**src/rtl/audio_pkg.sv**
```systemverilog
// Shared types and helpers for the soft-mute audio output conditioner.
package audio_pkg;

    typedef enum logic [2:0] {
        StOff,
        StHold,
        StBiasUp,
        StGainUp,
        StRun,
        StGainDown,
        StBiasDown
    } softmute_state_t;

    localparam logic [15:0] MIDSCALE = 16'h8000;
    localparam logic [8:0]  GAIN_ONE = 9'd256;

    // A 17-bit signed value can only exceed the 16-bit unsigned range on the negative side.
    function automatic logic [15:0] sat16u(input logic signed [16:0] v);
        if (v[16]) begin
            return 16'h0000;
        end
        return v[15:0];
    endfunction

endpackage

```
**src/rtl/audio_softmute_if.sv**
```systemverilog
// Sample/control bundle between the sound core, the soft-mute block and the DAC.
interface audio_softmute_if;
    logic        ce;
    logic        mute;
    logic [15:0] d_l;
    logic [15:0] d_r;
    logic [15:0] q_l;
    logic [15:0] q_r;
    logic        out_en;
    logic        busy;

    modport master (
        output ce, mute, d_l, d_r,
        input  q_l, q_r, out_en, busy
    );

    modport slave (
        input  ce, mute, d_l, d_r,
        output q_l, q_r, out_en, busy
    );
endinterface

```
**src/rtl/audio_gain_mul.sv**
```systemverilog
// One channel: signed sample times gain/256, plus DAC bias, clamped to offset-binary and
// registered on ce.
module audio_gain_mul
    import audio_pkg::*;
(
    input  logic        clk_sys,
    input  logic        reset_n,
    input  logic        ce,
    input  logic [15:0] d,
    input  logic [8:0]  gain,
    input  logic [15:0] bias,
    output logic [15:0] q
);

    logic signed [24:0] d_ext;
    logic signed [24:0] g_ext;
    logic signed [24:0] p;
    logic signed [16:0] s;
    logic signed [16:0] sum;
    logic [15:0]        q_q;

    always_comb begin
        d_ext = {{9{d[15]}}, d};
        g_ext = {16'b0, gain};
        p     = d_ext * g_ext;
        // gain <= 256 keeps the shifted product inside 17 bits.
        s     = 17'(p >>> 8);
        sum   = s + $signed({1'b0, bias});
    end

    always_ff @(posedge clk_sys) begin
        if (!reset_n) begin
            q_q <= 16'h0000;
        end else if (ce) begin
            q_q <= sat16u(sum);
        end
    end

    assign q = q_q;

endmodule

```
**src/rtl/audio_softmute.sv**
```systemverilog
// Sequenced power-up/power-down of the audio DAC path: hold, bias ramp, gain fade, run,
// and the reverse on mute.
module audio_softmute
    import audio_pkg::*;
#(
    parameter int unsigned HOLD_TICKS = 4194304,
    parameter int unsigned BIAS_STEP  = 1,
    parameter int unsigned GAIN_DIV   = 64
) (
    input logic clk_sys,
    input logic reset_n,
    audio_softmute_if.slave io
);

    localparam int unsigned TickMax = (HOLD_TICKS > GAIN_DIV) ? HOLD_TICKS : GAIN_DIV;
    localparam int unsigned TW      = $clog2(TickMax + 1);

    localparam logic [TW-1:0] HoldLast = TW'(HOLD_TICKS - 1);
    localparam logic [TW-1:0] GainLast = TW'(GAIN_DIV - 1);
    localparam logic [15:0]   Step     = 16'(BIAS_STEP);

    softmute_state_t state_q, state_d;
    logic [15:0]     bias_q, bias_d;
    logic [8:0]      gain_q, gain_d;
    logic [TW-1:0]   tick_q, tick_d;

    always_ff @(posedge clk_sys) begin
        if (!reset_n) begin
            state_q <= StOff;
            bias_q  <= 16'h0000;
            gain_q  <= 9'd0;
            tick_q  <= '0;
        end else begin
            state_q <= state_d;
            bias_q  <= bias_d;
            gain_q  <= gain_d;
            tick_q  <= tick_d;
        end
    end

    always_comb begin
        state_d = state_q;
        bias_d  = bias_q;
        gain_d  = gain_q;
        tick_d  = tick_q;
        if (io.ce) begin
            case (state_q)
                StOff: begin
                    bias_d = 16'h0000;
                    gain_d = 9'd0;
                    tick_d = '0;
                    if (!io.mute) state_d = StHold;
                end
                StHold: begin
                    if (io.mute) begin
                        state_d = StOff;
                        tick_d  = '0;
                    end else if (tick_q == HoldLast) begin
                        state_d = StBiasUp;
                        tick_d  = '0;
                        bias_d  = Step;
                    end else begin
                        tick_d = tick_q + 1'b1;
                    end
                end
                StBiasUp: begin
                    // Mute freezes gain and bias; an empty gain skips the fade-out.
                    if (io.mute) begin
                        state_d = (gain_q == 9'd0) ? StBiasDown : StGainDown;
                        tick_d  = '0;
                    end else begin
                        bias_d = bias_q + Step;
                        if (bias_q == MIDSCALE - Step) begin
                            state_d = StGainUp;
                            tick_d  = '0;
                        end
                    end
                end
                StGainUp: begin
                    if (io.mute) begin
                        state_d = (gain_q == 9'd0) ? StBiasDown : StGainDown;
                        tick_d  = '0;
                    end else if (tick_q == GainLast) begin
                        tick_d = '0;
                        gain_d = gain_q + 9'd1;
                        if (gain_q == GAIN_ONE - 9'd1) state_d = StRun;
                    end else begin
                        tick_d = tick_q + 1'b1;
                    end
                end
                StRun: begin
                    gain_d = GAIN_ONE;
                    bias_d = MIDSCALE;
                    if (io.mute) begin
                        state_d = StGainDown;
                        tick_d  = '0;
                    end
                end
                StGainDown: begin
                    if (gain_q == 9'd0) begin
                        state_d = StBiasDown;
                        tick_d  = '0;
                    end else if (tick_q == GainLast) begin
                        tick_d = '0;
                        gain_d = gain_q - 9'd1;
                        if (gain_q == 9'd1) state_d = StBiasDown;
                    end else begin
                        tick_d = tick_q + 1'b1;
                    end
                end
                StBiasDown: begin
                    if (bias_q <= Step) begin
                        bias_d  = 16'h0000;
                        state_d = StOff;
                    end else begin
                        bias_d = bias_q - Step;
                    end
                end
                default: begin
                    state_d = StOff;
                end
            endcase
        end
    end

    assign io.out_en = !(state_q inside {StOff, StHold});
    assign io.busy   = !(state_q inside {StOff, StRun});

    // Channels see next-state gain/bias so a state change and its first sample coincide.
    audio_gain_mul u_mul_l (
        .clk_sys (clk_sys),
        .reset_n (reset_n),
        .ce      (io.ce),
        .d       (io.d_l),
        .gain    (gain_d),
        .bias    (bias_d),
        .q       (io.q_l)
    );

    audio_gain_mul u_mul_r (
        .clk_sys (clk_sys),
        .reset_n (reset_n),
        .ce      (io.ce),
        .d       (io.d_r),
        .gain    (gain_d),
        .bias    (bias_d),
        .q       (io.q_r)
    );

endmodule
```
**src/flat_wrapper.sv**
```systemverilog
// flat-port wrapper written by rule: the top's interface ports become plain ports
module audio_softmute_flat import audio_pkg::*;
#(
    parameter int unsigned HOLD_TICKS = 4194304,
    parameter int unsigned BIAS_STEP  = 1,
    parameter int unsigned GAIN_DIV   = 64
)
  (clk_sys, reset_n, io_ce, io_mute, io_d_l, io_d_r, io_q_l, io_q_r, io_out_en, io_busy);
  audio_softmute_if io_i ();
  input logic clk_sys;
  input logic reset_n;
  input wire logic [$bits(io_i.ce)-1:0] io_ce;
  input wire logic [$bits(io_i.mute)-1:0] io_mute;
  input wire logic [$bits(io_i.d_l)-1:0] io_d_l;
  input wire logic [$bits(io_i.d_r)-1:0] io_d_r;
  output wire logic [$bits(io_i.q_l)-1:0] io_q_l;
  output wire logic [$bits(io_i.q_r)-1:0] io_q_r;
  output wire logic [$bits(io_i.out_en)-1:0] io_out_en;
  output wire logic [$bits(io_i.busy)-1:0] io_busy;
  assign io_i.ce = io_ce;
  assign io_i.mute = io_mute;
  assign io_i.d_l = io_d_l;
  assign io_i.d_r = io_d_r;
  assign io_q_l = io_i.q_l;
  assign io_q_r = io_i.q_r;
  assign io_out_en = io_i.out_en;
  assign io_busy = io_i.busy;
  audio_softmute #(.HOLD_TICKS(HOLD_TICKS), .BIAS_STEP(BIAS_STEP), .GAIN_DIV(GAIN_DIV)) u_core (.clk_sys(clk_sys), .reset_n(reset_n), .io(io_i));
endmodule
```
**config.mk**
```make
export PLATFORM = sky130hd
export DESIGN_NAME = audio_softmute_flat
export DESIGN_NICKNAME = d
export VERILOG_FILES = /design/src/rtl/audio_pkg.sv /design/src/rtl/audio_softmute_if.sv /design/src/rtl/audio_gain_mul.sv /design/src/rtl/audio_softmute.sv /design/src/flat_wrapper.sv
export SDC_FILE = /design/constraint.sdc
export NUM_CORES = 1
export LEC_CHECK = 0
export CAP_MARGIN = 10
export CORE_AREA = 8 8 163 279
export DETAILED_ROUTE_END_ITERATION = 7
export DIE_AREA = 0 0 171 287
export DONT_BUFFER_PORTS = 1
export PLACE_DENSITY = 0.6
export SYNTH_ARGS = -nofsm -noshare
export SYNTH_HDL_FRONTEND = slang
export SYNTH_HIERARCHICAL = 1
export SYNTH_SLANG_ARGS = --single-unit
export TNS_END_PERCENT = 20
```
**constraint.sdc**
```tcl
create_clock -name clk_sys -period 12.25 [get_ports clk_sys]
set_input_delay 1.225 -clock clk_sys [delete_from_list [all_inputs] [get_ports clk_sys]]
set_output_delay 1.225 -clock clk_sys [all_outputs]
set_load 0.005 [all_outputs]
```
Word level (Yosys, flattened, before mapping)
Index checks and enable logic that the tools add are counted.
{"block": "word_totals", "ff_bits": 83, "out_inout_bits": 34}
{"block": "classes", "eq_ne": 20, "n_lt_le_gt_ge": 1, "mul": 2, "n_addsub": 7, "n_reduce_logical": 9, "muxes": 46}
{"operator": "23-bit 2-to-1 mux", "n": 8}
{"operator": "16-bit 2-to-1 mux", "n": 9}
{"operator": "23-bit case mux with 6 select lines", "n": 1}
{"operator": "16-bit case mux with 5 select lines", "n": 1}
{"operator": "16-bit by 10-bit multiplier with 25-bit output", "n": 2}
{"operator": "9-bit 2-to-1 mux", "n": 5}
{"operator": "3-bit 2-to-1 mux", "n": 13}
{"operator": "9-bit case mux with 4 select lines", "n": 1}
{"operator": "17-bit adder", "n": 2}
{"operator": "23-bit by 1-bit adder with 23-bit output, second input constant", "n": 1}
{"operator": "23-bit by 22-bit == test with 1-bit output, second input constant", "n": 1}
{"operator": "23-bit by 6-bit == test with 1-bit output, second input constant", "n": 1}
{"operator": "3-bit case mux with 7 select lines", "n": 1}
{"operator": "16-bit by 1-bit adder with 16-bit output, second input constant", "n": 1}
{"operator": "16-bit by 15-bit == test with 1-bit output, second input constant", "n": 1}
{"operator": "16-bit by 1-bit <= comparator with 1-bit output, second input constant", "n": 1}
{"operator": "16-bit by 1-bit subtractor with 16-bit output, second input constant", "n": 1}
{"operator": "3-bit by 2-bit inequality test with 1-bit output, second input constant", "n": 4}
{"operator": "10-bit AND reduction", "n": 1}
{"operator": "9-bit by 1-bit adder with 9-bit output, second input constant", "n": 1}
{"operator": "3-bit == test, second input constant", "n": 3}
{"operator": "9-bit by 1-bit == test with 1-bit output, second input constant", "n": 1}
{"operator": "9-bit by 8-bit == test with 1-bit output, second input constant", "n": 1}
{"operator": "9-bit zero test", "n": 1}
{"operator": "other kinds (13)", "n": 23}

Longest topological paths before layout
Gate-level depths: netlist (run 1).
{"block": "depth", "word_depth": 11, "ltp_mapped": 41, "mapped_depth_nobuf": 38}

Cells and area by module
Netlist (run 1), hierarchy kept.
{"module": "audio_gain_mul at u_core.u_mul_l", "cells_per_inst": 667, "seq_area_each_um2": 320.3, "instances": 1, "area_per_inst_um2": 6134.6}
{"module": "audio_gain_mul at u_core.u_mul_r", "cells_per_inst": 673, "seq_area_each_um2": 320.3, "instances": 1, "area_per_inst_um2": 6079.6}
{"module": "audio_softmute", "cells_per_inst": 573, "seq_area_each_um2": 1021.0, "instances": 1, "area_per_inst_um2": 4186.5}

Worst setup path after synthesis (run 1)
OpenSTA, ideal clock, no wires.
{"block": "synth_path", "kind": "input port to flip-flop", "from": "input port io_ce", "to": "register u_core.u_mul_r.q_q[15] (netlist: u_core/u_mul_r/q[15])", "path_buffers": 3, "setup_slack_ns": 3.112, "stages": 34, "arrival_ns": 9.021, "t_required_ns": 12.133, "path_cell_list": "buf_4 > clkbuf_1 > o21a_1 > a31oi_1 > a41oi_1 > clkbuf_1 > nand2_1 > fa_1 > inv_1 > fa_1 > inv_1 > fa_1 > inv_1 > fa_1 > inv_1 > fa_1 > inv_1 > ha_1 > a21oi_1 > nor2b_1 > or2_2 > o21ai_0 > nand2b_1 > a21oi_1 > xnor2_1 > ha_1 > o2111a_1 > a211o_1 > a21o_1 > a21o_1 > a221oi_1 > a21oi_1 > xor2_1 > a32o_1"}
{"block": "synth_via", "elab_chain_cells": 7, "elab_cells_between_ends": 8, "classes_between": "1 x add/sub; 1 x mul; 6 x mux"}
{"item": "start: declaration", "line": "flat_wrapper.sv:12", "rtl": "input wire logic [$bits(io_i.ce)-1:0] io_ce;"}
{"item": "9-bit 2-to-1 mux *", "line": "audio_softmute.sv:46", "rtl": "if (io.ce) begin"}
{"item": "net u_core.gain_d[2]", "line": "audio_softmute.sv:24", "rtl": "logic [8:0] gain_q, gain_d;"}
{"item": "16-bit by 10-bit multiplier with 25-bit output *", "line": "audio_gain_mul.sv:25", "rtl": "p = d_ext * g_ext;"}
{"item": "17-bit adder *", "line": "audio_gain_mul.sv:28", "rtl": "sum = s + $signed({1'b0, bias});"}
{"item": "1-bit 2-to-1 mux", "line": "audio_pkg.sv:19", "rtl": "if (v[16]) begin"}
{"item": "1-bit 2-to-1 mux", "line": "audio_gain_mul.sv:34", "rtl": "end else if (ce) begin"}
{"item": "1-bit 2-to-1 mux", "line": "audio_gain_mul.sv:32", "rtl": "if (!reset_n) begin"}
{"item": "16-bit 2-to-1 mux *", "line": "audio_pkg.sv:22", "rtl": "return v[15:0];"}
{"item": "end signal: assignment", "line": "audio_gain_mul.sv:35", "rtl": "q_q <= sat16u(sum);"}
{"item": "end: declaration", "line": "audio_gain_mul.sv:20", "rtl": "logic [15:0] q_q;"}
The timed path passes the listed nets; every way through them passes the cells marked *. The select of a mux whose other input is x is not followed.
A chain may end at the register's enable or synchronous reset.

Worst setup path in the final report (run 1)
{"block": "layout_path", "from": "register u_core.state_q[0]", "to": "register u_core.u_mul_r.q_q[0] (netlist: u_core/u_mul_r/q[0])"}
{"block": "layout_via", "elab_chain_cells": 9, "elab_cells_between_ends": 17, "classes_between": "1 x add/sub; 1 x mul; 6 x eq/ne; 8 x mux; 1 x reduce/logical"}
{"item": "start: declaration", "line": "audio_softmute.sv:22", "rtl": "softmute_state_t state_q, state_d;"}
{"item": "start signal: assignment", "line": "audio_softmute.sv:29", "rtl": "state_q <= StOff;"}
{"item": "start signal: assignment", "line": "audio_softmute.sv:34", "rtl": "state_q <= state_d;"}
{"item": "3-bit == test, or another cell as far along", "line": "audio_softmute.sv:47", "rtl": "case (state_q)"}
{"item": "9-bit case mux with 4 select lines *", "line": "audio_softmute.sv:47"}
{"item": "9-bit 2-to-1 mux *", "line": "audio_softmute.sv:46"}
{"item": "net u_core.gain_d[5]", "line": "audio_softmute.sv:24"}
{"item": "16-bit by 10-bit multiplier with 25-bit output *", "line": "audio_gain_mul.sv:25"}
{"item": "17-bit adder *", "line": "audio_gain_mul.sv:28"}
{"item": "1-bit 2-to-1 mux", "line": "audio_pkg.sv:19"}
{"item": "1-bit 2-to-1 mux", "line": "audio_gain_mul.sv:34"}
{"item": "1-bit 2-to-1 mux", "line": "audio_gain_mul.sv:32"}
{"item": "16-bit 2-to-1 mux *", "line": "audio_pkg.sv:22"}
Marked as above.

==> results.txt, run 1 <==
async set-or-reset flop fraction in the synthesized netlist - 0%
status - complete, no violations
Lkg Pwr - 0.00871 uW
Routed wire per std cell - 18.7 um
DRC - 0
initial antenna violation count - 2
worst reg2reg endpoint - u_core/u_mul_r/q[0]
Buffers on Ports - 0
end of the worst hold path - u_core/tick_q[19]
startpoint types - flip-flop
vias in the first global route - 14240
synthesized net count - 2334
H-tree depth - 3
Std-Cell Core Area - 41600 um^2
Via-to-Cell Ratio - 5.52
Total GRT Usage - 18.7%
Buf+Inv Stages, Crit Path - 4
Post-CTS Setup Inserts - 0
crit end category - flip-flop
R2R Path Start - u_core/state_q[0]
Critical Path AT - 10.53 ns
Initial Util - 39.4%
CTS clk-pin slew, worst paths - 0.07 ns
Row Count - 99
Die H - 287 um
Max Cap Viol - 0
die width - 171 um
WHS Path Cells - 2
total length of routed wires - 45.4 mm
mapped cell area - 16400 um^2
Worst slew margin - 18.8%
fin crit share - 83.6%
pwr dens - 37.5 nW/um^2
cells after synthesis - 1913
Hold Startpoint - u_core/tick_q[19]
CTS Sinks - 83
First-pass DRT Iterations - 5
Setup violations, final - 0
setup TNS - 0 ns
Final GP Congestion - 0.903
clk_lat worst skew - 0.35 ns
Fin. Hold Viols - 0
Max Clk Rate - 97.7 MHz
grt ovf - 0
Crit path required time - 12.54 ns
Reg2Reg Depth - 35
most common flop cell mapped by yosys - dfxtp_1
CP Class - flip-flop to flip-flop
root buffer cell - clkbuf_16
Ports - 70
CTS buffer count - 9
Layout area overhead - 4.55%
fin nets - 2284
Final Skew - 0.0160 ns
Util after Layout - 41.2%
Seq/Total Area, Yosys - 10.1%
CP max stage delay - 0.68 ns
final instance area - 17100 um^2
worst min-delay path class - flip-flop to flip-flop
drt first-iter violations - 707
Die ar. - 49100 um^2
Synth Register Bits - 83
Synth Area per Inst - 8.57 um^2
Largest delay share family, worst path - adder cells
most used cell, CP - fa_1
Via Count - 13396
wire length of the first global-routing pass - 73.1 mm
YS warnings - 6
fin crit period - 10.24 ns
CTS tree - built
Design Power - 643 uW
Detail Route Antenna Nets - 0
flop-to-flop setup slack - 2.01 ns
Synth cell types - 107
Fillers - 4267
post-DP HPWL - 37.0 mm
RSZ-0062 raised after global routing - false
Post-synth EDFFs - 0
largest net degree at the start of global routing - 34
Worst VDD drop - 0.0000732 V
post-cts hold buffer count - 0
Placed Area - 16900 um^2
Resize count post-CTS - 0
worst-margin pin slew - 1.22 ns
Slowest-stage cell, CP - dfxtp_1
max-slew violations - 0
clock buffer depth - 2
share of layout cells above drive strength 1 - 4.71%
critical-path maximum fanout - 21
-- layout by cell type (no fill, tap or decap), types with 8 or more instances in the layout --
cell type and instances:
a211oi_1 11, a21o_1 19, a21oi_1 63, a22o_1 20
a31oi_1 17, a32o_1 16, and2_1 184, and3_1 19
buf_4 15, clkbuf_16 9, dfxtp_1 83, fa_1 238
ha_1 147, inv_1 287, nand2_1 208, nand3_1 57
nand4_1 19, nor2_1 69, nor2b_1 11, nor3_1 33
nor4_1 14, o211ai_1 8, o21a_1 16, o21ai_0 47
or3_1 21, xnor2_1 42, xor2_1 20
-- per-stage QoR --
step	cells	hold WS [ns]	worst slack (ns)
after floorplan	1913	0.464	3.11
after global placement	2406	0.496	2.04
after detailed placement	2406	0.506	2.01
after CTS	2422	0.513	1.98
after global routing	2423	0.537	1.08
final	2425	0.514	2.01
-- synth_stat cells (14+ instances only) --
| master | n | share of area (%) |
|---|---|---|
| nor4_1 | 14 | 0.53 |
| nand4_1 | 19 | 0.72 |
| dfxtp_1 | 83 | 10 |
| a21oi_1 | 63 | 1.9 |
| a22o_1 | 20 | 1.1 |
| xnor2_1 | 42 | 2.2 |
| and3_1 | 19 | 0.72 |
| o21a_1 | 16 | 0.73 |
| a32o_1 | 16 | 0.98 |
| nor3_1 | 33 | 1.0 |
| nand3_1 | 57 | 1.7 |
| ha_1 | 147 | 11 |
| a31oi_1 | 17 | 0.65 |
| fa_1 | 238 | 29 |
| nor2_1 | 69 | 1.6 |
| xor2_1 | 20 | 1.1 |
| o21ai_0 | 47 | 1.4 |
| and2_1 | 184 | 7.0 |
| nand2_1 | 208 | 4.8 |
| inv_1 | 287 | 6.6 |
| a21o_1 | 19 | 0.87 |
| or3_1 | 21 | 0.80 |
| clkbuf_1 | 53 | 1.2 |
-- worst max path at each step --
stage                            from                   end  cells after the start
floorplan                       io_ce  u_core/u_mul_r/q[15]                     34
global route        u_core/state_q[0]  u_core/u_mul_r/q[12]                     34
CTS                 u_core/state_q[0]   u_core/u_mul_r/q[1]                     34
finish              u_core/state_q[0]   u_core/u_mul_r/q[0]                     35
detailed placement  u_core/state_q[0]   u_core/u_mul_r/q[1]                     34
global placement    u_core/state_q[0]   u_core/u_mul_r/q[0]                     35
-- registers in the layout (all words and copies together) (netlist names) --
name,count
u_core/state_q,3
u_core/bias_q,16
u_core/tick_q,23
u_core/u_mul_l/q,16
u_core/u_mul_r/q,16
u_core/gain_q,9
-- power by group --
| part | switching (uW) | internal, uW | total (uW) |
|---|---|---|---|
| Clock | 124 | 140 | 264 |
| Combinational | 64.9 | 33.4 | 98.3 |
| Sequential | 8.54 | 273 | 281 |
| Total | 198 | 445 | 643 |
-- worst register-to-register path, delay by kind of cell (launching register included) --
family / cells / cell delay [ns]
adders and majority gates: 7 / 3.12
buffers and inverters: 4 / 0.63
DFF: 1 / 0.68
xor gates and xnor gates: 3 / 0.87
and+or+nand+nor: 8 / 1.98
AOI/OAI and AO/OA: 13 / 2.89
-- metal layers --
| metal | global-route usage (%) | part of all wire [%] | up-vias |
|---|---|---|---|
| met2 | 35.2 | 54 | 328 |
| met4 | 8.84 | 4.2 | 0 |
| met5 | 0 | 0 | - |
| li1 | - | - | 6262 |
| met1 | 19.8 | 36 | 6711 |
| met3 | 3.18 | 5.1 | 95 |
-- layout make-up --
| type | count | area (um^2) | share of cell area [%] |
|---|---|---|---|
| diodes | 2 | 5.00 | 0.0292 |
| clock buffers | 10 | 229 | 1.34 |
| clock inverters | 6 | 46.3 | 0.270 |
| inverters | 288 | 1090 | 6.38 |
| multi-input cells | 1466 | 13300 | 77.6 |
| flip-flops and latches | 83 | 1660 | 9.69 |
| well taps | 555 | 694 | 4.05 |
| repair buffers | 15 | 113 | 0.657 |
-- kinds of logic (layout without fill, tap and decap cells) --
group	count (synthesis)	after routing	share of synthesized area (%)
flops	83	83	10.1
compound gates	312	312	13.8
simple gates	695	695	22.5
fa+ha+maj	385	385	40.3
buf+inv	364	319	9.02
other cells	0	2	0
mux	8	8	0.526
xor+xnor	66	66	3.82
(Power assumes the default switching activity.)
==> run 2, diff against run 1 <==
==> constraint.sdc (replaced) <==
create_clock -name clk_sys -period 10.4 [get_ports clk_sys]
set_input_delay 1.04 -clock clk_sys [delete_from_list [all_inputs] [get_ports clk_sys]]
set_output_delay 1.04 -clock clk_sys [all_outputs]
set_load 0.005 [all_outputs]
==> run 2 against run 1 <==
Against the previous run:
- first-iteration DRC count fell by 4.0%
- worst setup slack got worse by 1.4 ns
- fmax up 5.1%
- clock skew down 0.0074 ns
- combinational power up 20%
- sequential cell count did not move
- power is 22% higher
- global-route usage up 0.83 points
- die area unchanged
- clock power rose by 28%
==> results.txt, run 2 (same netlist as run 1, synthesis figures left out) <==
status - complete, no violations
post-place setup slack - 0.702 ns (-1.31 ns)
initial antenna violation count - 1 (-1)
met2 wire length - 25.8 mm (+4.9%)
Lkg Pwr - 0.00879 uW (+0.91%)
clk_lat worst skew - 0.36 ns (about the same)
Sequential Area - 1660 um^2 (unchanged)
Resize count post-CTS - 0 (unchanged)
setup TNS - 0 ns (unchanged)
share of layout cells above drive strength 1 - 5.32% (+0.61 points)
fin nets - 2295 (+0.48%)
Std-Cell Core Area - 41600 um^2 (unchanged)
Reg2Reg Depth - 34 (-2.9%)
clock buffer depth - 2 (unchanged)
commonest cells after routing, fill and taps aside - inv_1 (287), fa_1 (238), nand2_1 (208)
Setup violations, final - 0 (unchanged)
end of the worst hold path - u_core/tick_q[19]
crit end category - flip-flop
most used cell, CP - fa_1
post-cts hold buffer count - 0 (unchanged)
total length of routed wires - 47.3 mm (+4.1%)
CTS clk-pin slew, worst paths - 0.08 ns (about the same)
root buffer cell - clkbuf_16
fin crit share - 93.6% (+10 points)
CTS buffer count - 9 (unchanged)
area of the multi-input gates - 13300 um^2 (about the same)
First-pass DRT Iterations - 6 (+1)
fin crit period - 9.74 ns (-0.499 ns)
Via Count - 13420 (+0.18%)
flop-to-flop setup slack - 0.66 ns (-1.35 ns)
CP Class - flip-flop to flip-flop
Max Clk Rate - 103 MHz (+5.1%)
Buffers on Ports - 0 (unchanged)
Most flops, register - u_core/tick_q
CTS tree - built
post-DP HPWL - 38.5 mm (+4.1%)
Slowest-stage cell, CP - fa_1
largest net degree at the start of global routing - 34 (unchanged)
Initial Util - 39.4% (unchanged)
die width - 171 um (unchanged)
commonest non-fill, non-tap cell in the layout - inv_1
Crit path required time - 10.66 ns (-1.88 ns)
Final Skew - 0.00860 ns (-0.00735 ns)
highest metal used - met4
Layout area overhead - 5.13%
Fin. Hold Viols - 0 (unchanged)
Detail Route Antenna Nets - 0 (unchanged)
worst setup margin - 0.664 ns (-1.35 ns)
Total GRT Usage - 19.6% (+0.83 points)
worst min-delay path class - flip-flop to flip-flop
Routed wire per std cell - 19.4 um (+3.7%)
worst reg2reg endpoint - u_core/u_mul_l/q[0]
Util after Layout - 41.4% (+0.23 points)
Die ar. - 49100 um^2 (unchanged)
max-slew violations - 0 (unchanged)
worst-margin pin slew - 1.18 ns (-0.0366 ns)
WHS Path Cells - 2 (unchanged)
RSZ-0062 raised after global routing - false
CTS Sinks - 83 (unchanged)
fin cells - 2435 (+0.41%)
Worst slew margin - 21.3% (+2.4 points)
Design Power - 786 uW (+22%)
Met3 Routed Length - 2.14 mm (-8.4%)
CP max stage delay - 0.55 ns (-0.13 ns)
vias in the first global route - 14231 (-0.063%)
Post-CTS Setup Inserts - 0 (unchanged)
drt first-iter violations - 679 (-4.0%)
Final GP Congestion - 0.939 (+4.0%)
placed cell count - 2417 (+0.46%)
grt ovf - 0 (unchanged)
Fillers - 4196 (-1.7%)
critical-path maximum fanout - 16 (-24%)
Row Count - 99 (unchanged)
R2R Path Start - u_core/tick_q[8]
wire length of the first global-routing pass - 75.3 mm (+3.0%)
Via-to-Cell Ratio - 5.51 (-0.23%)
M1 WL - 17.3 mm (+4.8%)
Max Cap Viol - 0 (unchanged)
pwr dens - 45.6 nW/um^2 (+21%)
Die H - 287 um (unchanged)
H-tree depth - 3 (unchanged)
Critical Path AT - 9.99 ns (-0.54 ns)
Hold Startpoint - u_core/tick_q[19]
max reg flops - 23 (unchanged)
DRC - 0 (unchanged)
Worst VDD drop - 0.0000770 V (+5.2%)
Ports - 70 (unchanged)
startpoint types - flip-flop
-- run 2: cell types whose count changed in the layout (fill, tap and decap cells not counted), sizes merged --
cell and change:
buf +11, clkbuf -1, clkinvlp -2, diode -1, inv +3
-- run 2: final cells by class --
class	instances	area share (%)
Multi-Input combinational cell	1466	77.1
Sequential cell	83	9.64
Antenna cell	1	0.0145
Inverter	288	6.35
Clock buffer	9	1.31
Timing Repair Buffer	26	1.13
Clock inverter	7	0.443
Tap cell	555	4.03
-- run 2: report_power, final --
part | internal (uW) | total (uW) | switching (uW)
Clock | 172 | 338 | 166
Combinational | 40.2 | 118 | 78.1
Sequential | 321 | 330 | 8.86
-- run 2: worst max-delay path by stage --
stage	end	slack (ns)	cells past startpoint	startpoint
6_report	u_core/u_mul_l/q[0]	0.66	34	u_core/tick_q[8]
5_1_grt	u_core/u_mul_r/q[2]	0.08	37	u_core/tick_q[8]
4_1_cts	u_core/u_mul_l/q[0]	0.66	34	u_core/tick_q[8]
3_5_place_dp	u_core/u_mul_l/q[1]	0.70	34	u_core/tick_q[8]
3_3_place_gp	u_core/u_mul_r/q[0]	0.76	33	io_mute
2_1_floorplan	u_core/u_mul_r/q[15]	1.45	34	io_ce
-- run 2: worst max-delay path: cells and delay by family, from the launching register on --
kind / cells / cell delay, ns
buffers and inverters: 5 / 0.71
AO/OA/AOI/OAI: 12 / 2.87
multiplexers: 1 / 0.35
AND/OR/NAND/NOR: 9 / 2.11
flip-flops: 1 / 0.38
adder cells (fa/ha/maj): 7 / 3.19
-- run 2: metal layers --
layer | up-vias | GRT usage, %
met4 | 0 | 9.01
met5 | - | 0
li1 | 6286 | -
met1 | 6722 | 20.3
met3 | 94 | 3.09
met2 | 318 | 37.4
-- run 2: metrics by stage --
stage                     area [um^2]  hold slack (ns)
final                           17200            0.520
after global routing            17200            0.535
after CTS                       17200            0.521
after detailed placement        16900            0.495
after global placement          16900            0.487
after floorplan                 16400            0.464
